## src/rtl/uart_pkg.sv

```systemverilog
// Shared constants and the reset-divisor helper for the UART baud generator.
// The divisor is expressed in units of 1/2^frac_w clock per oversample tick.
package uart_pkg;

    localparam int OVERSAMPLE_DEF = 16;
    localparam int FRAC_W_DEF     = 4;
    localparam int MIN_DIV        = 2;

    // round(clk_freq * 2^frac_w / (baud * oversample)), evaluated in 64 bits
    function automatic longint calc_def_div(
        input longint clk_freq,
        input longint baud,
        input longint oversample,
        input int     frac_w
    );
        longint num;
        longint den;
        num = clk_freq << frac_w;
        den = baud * oversample;
        return (num + den / 2) / den;
    endfunction

endpackage

```

## src/rtl/uart_frac_divider.sv

```systemverilog
// Fractional clock divider: emits tick_os every div_int (+1 on accumulator carry)
// clocks, with shadow/pending divisor registers so reloads never distort a period.
module uart_frac_divider
    import uart_pkg::*;
#(
    parameter int CLK_FREQ   = 50_000_000,
    parameter int BAUD       = 9600,
    parameter int OVERSAMPLE = OVERSAMPLE_DEF,
    parameter int DIV_W      = 16,
    parameter int FRAC_W     = FRAC_W_DEF
) (
    input  logic              clk,
    input  logic              reset,
    input  logic              enable,
    input  logic              sync,
    input  logic              load,
    input  logic [DIV_W-1:0]  div_int,
    input  logic [FRAC_W-1:0] div_frac,
    output logic              tick_os,
    output logic              cfg_err
);

    localparam longint DEF = calc_def_div(longint'(CLK_FREQ), longint'(BAUD),
                                          longint'(OVERSAMPLE), FRAC_W);
    localparam logic [DIV_W-1:0]  DEF_INT  = DIV_W'(DEF >> FRAC_W);
    localparam logic [FRAC_W-1:0] DEF_FRAC = FRAC_W'(DEF);

    logic [DIV_W-1:0]  cnt;
    logic [DIV_W-1:0]  int_sh;
    logic [DIV_W-1:0]  int_pend;
    logic [DIV_W-1:0]  ld_int;
    logic [FRAC_W-1:0] acc;
    logic [FRAC_W-1:0] frac_sh;
    logic [FRAC_W-1:0] frac_pend;
    logic [FRAC_W:0]   acc_sum;
    logic [DIV_W:0]    period_last;
    logic              carry;
    logic              pend_vld;
    logic              ld_clamp;
    logic              restart;
    logic              boundary;

    assign ld_clamp    = div_int < DIV_W'(MIN_DIV);
    assign ld_int      = ld_clamp ? DIV_W'(MIN_DIV) : div_int;
    assign acc_sum     = {1'b0, acc} + {1'b0, frac_sh};
    assign period_last = {1'b0, int_sh} + {{DIV_W{1'b0}}, carry} - (DIV_W+1)'(1);
    assign restart     = !enable || sync;
    assign tick_os     = !restart && ({1'b0, cnt} == period_last);
    // Any point where a new period starts is safe for a divisor swap.
    assign boundary    = restart || tick_os;

    always_ff @(posedge clk or negedge reset) begin
        if (!reset) begin
            cnt   <= '0;
            acc   <= '0;
            carry <= 1'b0;
        end else if (restart) begin
            cnt   <= '0;
            acc   <= '0;
            carry <= 1'b0;
        end else if (tick_os) begin
            cnt          <= '0;
            {carry, acc} <= acc_sum;
        end else begin
            cnt <= cnt + DIV_W'(1);
        end
    end

    always_ff @(posedge clk or negedge reset) begin
        if (!reset) begin
            int_sh    <= DEF_INT;
            frac_sh   <= DEF_FRAC;
            int_pend  <= '0;
            frac_pend <= '0;
            pend_vld  <= 1'b0;
            cfg_err   <= 1'b0;
        end else if (load) begin
            cfg_err <= ld_clamp;
            if (boundary) begin
                int_sh   <= ld_int;
                frac_sh  <= div_frac;
                pend_vld <= 1'b0;
            end else begin
                int_pend  <= ld_int;
                frac_pend <= div_frac;
                pend_vld  <= 1'b1;
            end
        end else if (pend_vld && boundary) begin
            int_sh   <= int_pend;
            frac_sh  <= frac_pend;
            pend_vld <= 1'b0;
        end
    end

endmodule

```

## src/rtl/uart_baud_gen_frac.sv

```systemverilog
// UART baud generator: fractional oversample divider plus the per-bit counter
// that decodes mid-bit and end-of-bit ticks.
module uart_baud_gen_frac
    import uart_pkg::*;
#(
    parameter int CLK_FREQ   = 50_000_000,
    parameter int BAUD       = 9600,
    parameter int OVERSAMPLE = OVERSAMPLE_DEF,
    parameter int DIV_W      = 16,
    parameter int FRAC_W     = FRAC_W_DEF
) (
    input  logic              clk,
    input  logic              reset,
    input  logic              enable,
    input  logic              load,
    input  logic [DIV_W-1:0]  div_int,
    input  logic [FRAC_W-1:0] div_frac,
    input  logic              sync,
    output logic              tick_os,
    output logic              tick_mid,
    output logic              tick_bit,
    output logic              cfg_err
);

    localparam int BW = $clog2(OVERSAMPLE);
    localparam logic [BW-1:0] BIT_LAST = BW'(OVERSAMPLE - 1);
    localparam logic [BW-1:0] BIT_MID  = BW'(OVERSAMPLE / 2 - 1);

    logic [BW-1:0] bitcnt;

    uart_frac_divider #(
        .CLK_FREQ   (CLK_FREQ),
        .BAUD       (BAUD),
        .OVERSAMPLE (OVERSAMPLE),
        .DIV_W      (DIV_W),
        .FRAC_W     (FRAC_W)
    ) u_div (
        .clk      (clk),
        .reset    (reset),
        .enable   (enable),
        .sync     (sync),
        .load     (load),
        .div_int  (div_int),
        .div_frac (div_frac),
        .tick_os  (tick_os),
        .cfg_err  (cfg_err)
    );

    // Bit phase restarts together with the oversample phase on sync.
    always_ff @(posedge clk or negedge reset) begin
        if (!reset) begin
            bitcnt <= '0;
        end else if (!enable || sync) begin
            bitcnt <= '0;
        end else if (tick_os) begin
            bitcnt <= (bitcnt == BIT_LAST) ? '0 : bitcnt + BW'(1);
        end
    end

    assign tick_bit = tick_os && (bitcnt == BIT_LAST);
    assign tick_mid = tick_os && (bitcnt == BIT_MID);

endmodule

```

## config.mk

```make
export PLATFORM = sky130hd
export DESIGN_NAME = uart_baud_gen_frac
export DESIGN_NICKNAME = d
export VERILOG_FILES = /design/src/rtl/uart_pkg.sv /design/src/rtl/uart_frac_divider.sv /design/src/rtl/uart_baud_gen_frac.sv
export SDC_FILE = /design/constraint.sdc
export NUM_CORES = 1
export LEC_CHECK = 0
export CAP_MARGIN = 20
export CORE_MARGIN = 2
export CORE_UTILIZATION = 53
export CTS_CLUSTER_DIAMETER = 80
export DETAILED_ROUTE_END_ITERATION = 6
export PLACE_DENSITY_LB_ADDON = 0.2
export RECOVER_POWER = 100
export SLEW_MARGIN = 15
export SYNTH_ARGS = -nofsm -noshare
export SYNTH_HDL_FRONTEND = slang
export SYNTH_SLANG_ARGS = --single-unit
```

## constraint.sdc

```tcl
create_clock -name clk -period 3.15 [get_ports clk]
set_input_delay 0.4725 -clock clk [delete_from_list [all_inputs] [get_ports clk]]
set_output_delay 0.4725 -clock clk [all_outputs]
set_load 0.02 [all_outputs]
```

==> results.cfg <==
[cts]
ctsHoldBuffers = 0
clock_insertion_delay_worst_skew_ps = 350
tritoncts_clock_tree = yes
clkTransAtPathRegs_ps = 70
clock-sinks = 67
clock-root-buffer = sky130_fd_sc_hd__clkbuf_8
cts-htree-levels = 3
clock_buffers_created_by_tritoncts = 9
clock_path_buffers = 2

[logic_synthesis]
yosysUniqueCellTypes = 52
avgSynthCellArea_um2 = 10.1
post-synth-top-count-cell = sky130_fd_sc_hd__dfrtp_1
synth_top_area_share_pct = 40.1
ys_seq_elements = 67
synthesis.instances = 384
number_of_enable_flip_flop_cells_after_synthesis = 0
synthTopCellsByArea = sky130_fd_sc_hd__dfrtp_1, sky130_fd_sc_hd__mux2_4, sky130_fd_sc_hd__xor2_1
synth_top_cells_by_count = sky130_fd_sc_hd__dfrtp_1, sky130_fd_sc_hd__nand2_1, sky130_fd_sc_hd__nor2_1
ys_dominant_reg_cell = sky130_fd_sc_hd__dfrtp_1
syn-num-nets = 418
synth_warnings = 0
async_reset_ff_share_pct = 100
netlist.top_cell.by_area = sky130_fd_sc_hd__dfrtp_1
synthesis.area_um2 = 3870
synth-seq-area-share_pct = 43.5

[finish]
layout-drive-gt1-share_pct = 26.0
num_antenna_cells = 0
layoutNonFillerInstCount = 553
final_util_pct = 68.7
layout.nets = 483
area_growth_synth_to_finish_pct = 27.5
final.fill_count = 543
design_area_um2 = 4930

[floorplan]
core_area_um2 = 7180
die-area_um2 = 8000
die_span_x_um = 89.4
initial_core_util_pct = 53.9
num_io_pins = 29
rows = 31
die_h_um = 89.4

[worst_setup_path]
path_cells = or4_4 -> or3_4 -> buf_4 -> xnor2_1 -> nor2_1 -> nor4b_2 -> nand2_2 -> nor2_4 -> and4_4 -> buf_6
timing.critical_path.slowest_cell_delay_ps = 540
worstPathMaxFanout = 2
crit_arrival_ps = 2980
worst_r2r_path_depth = 13
worstSetupStartpointType = flip-flop
critical_path.n_buffers_inverters = 2
criticalPathCategory = reg2out
ff2ff_setup_slack_ps = -120
kind_of_end_point_of_the_critical_path = primary output
critPathTopFamily = simple AND/OR/NAND/NOR gates
r2r-start = u_div.carry
cp.required_ps = 2680
worst_r2r_endpoint = u_div.int_pend[6]
crit_path_top_delay_cell = sky130_fd_sc_hd__or4_4

[sta]
final.setup_skew_ps = 14.2
final-max-slew-violation-count = 68
tightestPinTransition_ps = 1660
finalSetupViolations = 23
fmax_ghz = 0.289
grt_setup_unrepaired = yes
hold_viol_final = 0
min_period_over_period_pct = 110
post-route-worst-setup-slack_ps = -306
maxSlewHeadroom_pct = -10.9
fin_crit_ps = 3460

[global_routing]
first_global_vias = 2987
grt_antenna_before_repair = 0
grt_first_pass_wirelength_mm = 14.6
largest_net_degree_at_the_start_of_global_routing = 68
grt_use_total_pct = 24.1
grt_overflow = 0

[worst_hold_path]
hold_path_startpoint = u_div.int_pend[3]
whs_path_depth = 1
hold_path_class = reg2reg
timing.hold.worst_endpoint = u_div.int_pend[3]

[power]
power.static_leakage_nw = 2.28
pwr_density_cell_nw_per_um2 = 459
power.clock.fraction_pct = 32.1
combPwrFrac_pct = 22.8
p_switching_mw = 0.641
p_sw_share_pct = 28.3
pwr-share-seq_pct = 45.1
intPower_mw = 1.62
totalPowerFinal_mw = 2.26
worst_ir_drop_vdd_uv = 287

[place]
place.gp.congestion = 0.892
placed_cell_area_um2 = 4530
numPortBuffers = 28
dp.final_hpwl_mm = 6.10
placed_cells_incl_taps = 532
pre_cts_ws_ps = -459

[drt]
drt.antenna.violating_nets = 0
drc_errors = 0
route.vias.total = 3090
routed_wire_length_mm = 8.98
detail_route.vias_per_cell = 5.59
detail_route.iter0.violations = 221
drtPass1Iterations = 5
wire_per_inst_um = 16.2

[outcome]
outcome = complete, but fails checks
violations = capacitance limit, slew limit, setup timing

[flow_run]
max-cap-violations = 1
[final cells by class]
type	count	area, µm²	area share [%]
sequential	67	1680	34.1
clock buffer	12	145	2.94
timing repair buffer	74	674	13.7
multi-input combinational	289	2220	45.1
tap	99	124	2.51
inverter	8	30.0	0.609
clock inverter	4	51.3	1.04
[metrics by stage]
stage / hold WS, ps / TNS [ps]
4_1_cts: 334 / -1690
6_report: 512 / -2710
3_5_place_dp: 494 / -1380
3_3_place_gp: 470 / -1230
5_1_grt: 524 / -6100
2_1_floorplan: 177 / -60.7
[cell families after synthesis]
| logic type | after synthesis | share of synthesized area, % |
|---|---|---|
| compound gates | 55 | 10.4 |
| xor+xnor | 37 | 8.38 |
| fa+ha+maj | 9 | 3.10 |
| buf+inv | 28 | 3.23 |
| simple gates | 158 | 21.1 |
| flops | 67 | 43.5 |
| mux | 30 | 10.3 |
[sequential cells by signal, indices dropped and copies added (netlist names)]
name and cells:
u_div.cnt 16, u_div.int_pend 16, u_div.int_sh 16, bitcnt 4, u_div.acc 4, u_div.frac_pend 4, u_div.frac_sh 4, u_div.carry 1
u_div.cfg_err 1, u_div.pend_vld 1
[layer usage]
metal	global-route usage, %	share of wire, %	vias to the layer above
li1	-	-	1493
met1	32.8	46	1524
met2	38.1	49	59
met3	3.88	2.9	14
met4	10.4	2.0	0
met5	0	0	-
[repair_timing]
item	in CTS	in global routing
setup endpoints to repair	8	59
gates cloned	0	1
buffers inserted	2	2
pin swaps	7	15
resized for setup	27	22
[placed cells by master (no fill, tap or decap), types with 5 or more instances in the layout]
master | Yosys | routed
sky130_fd_sc_hd__buf_4 | 0 | 37
sky130_fd_sc_hd__dfrtp_1 | 62 | 62
sky130_fd_sc_hd__nand3_1 | 24 | 24
sky130_fd_sc_hd__inv_1 | 8 | 6
sky130_fd_sc_hd__nand2_1 | 41 | 40
sky130_fd_sc_hd__nand4_1 | 9 | 9
sky130_fd_sc_hd__nor2_1 | 35 | 34
sky130_fd_sc_hd__ha_1 | 8 | 6
sky130_fd_sc_hd__mux2_4 | 20 | 20
sky130_fd_sc_hd__mux2i_1 | 10 | 10
sky130_fd_sc_hd__a21oi_1 | 9 | 9
sky130_fd_sc_hd__dfstp_2 | 5 | 5
sky130_fd_sc_hd__buf_6 | 2 | 9
sky130_fd_sc_hd__clkdlybuf4s50_1 | 0 | 22
sky130_fd_sc_hd__xnor2_1 | 18 | 17
sky130_fd_sc_hd__clkbuf_8 | 0 | 10
sky130_fd_sc_hd__xor2_1 | 19 | 19
sky130_fd_sc_hd__or3_1 | 7 | 5
sky130_fd_sc_hd__nand2b_1 | 7 | 7
sky130_fd_sc_hd__a22o_1 | 15 | 15
[power groups by stage]
| stage | clock [mW] | combinational (mW) | sequential (mW) |
|---|---|---|---|
| after floorplan | 0 | 0.291 | 1.02 |
| after CTS | 0.740 | 0.478 | 1.02 |
| after global placement | 0 | 0.455 | 1.03 |
| final | 0.725 | 0.516 | 1.02 |
| after detailed placement | 0 | 0.463 | 1.03 |
| after global routing | 0.777 | 0.563 | 1.03 |
[worst max path at each step]
stage / startpoint / end / slack [ps] / depth (start not counted)
6_report: u_div.int_sh[5] / tick_bit / -310 / 10
5_1_grt: u_div.carry / tick_bit / -480 / 12
4_1_cts: u_div.int_sh[5] / tick_bit / -380 / 9
3_5_place_dp: u_div.int_sh[0] / tick_bit / -460 / 12
3_3_place_gp: u_div.int_sh[0] / tick_bit / -430 / 12
2_1_floorplan: u_div.carry / tick_bit / -50 / 11
Note: power is estimated with default switching activity, not from simulation.
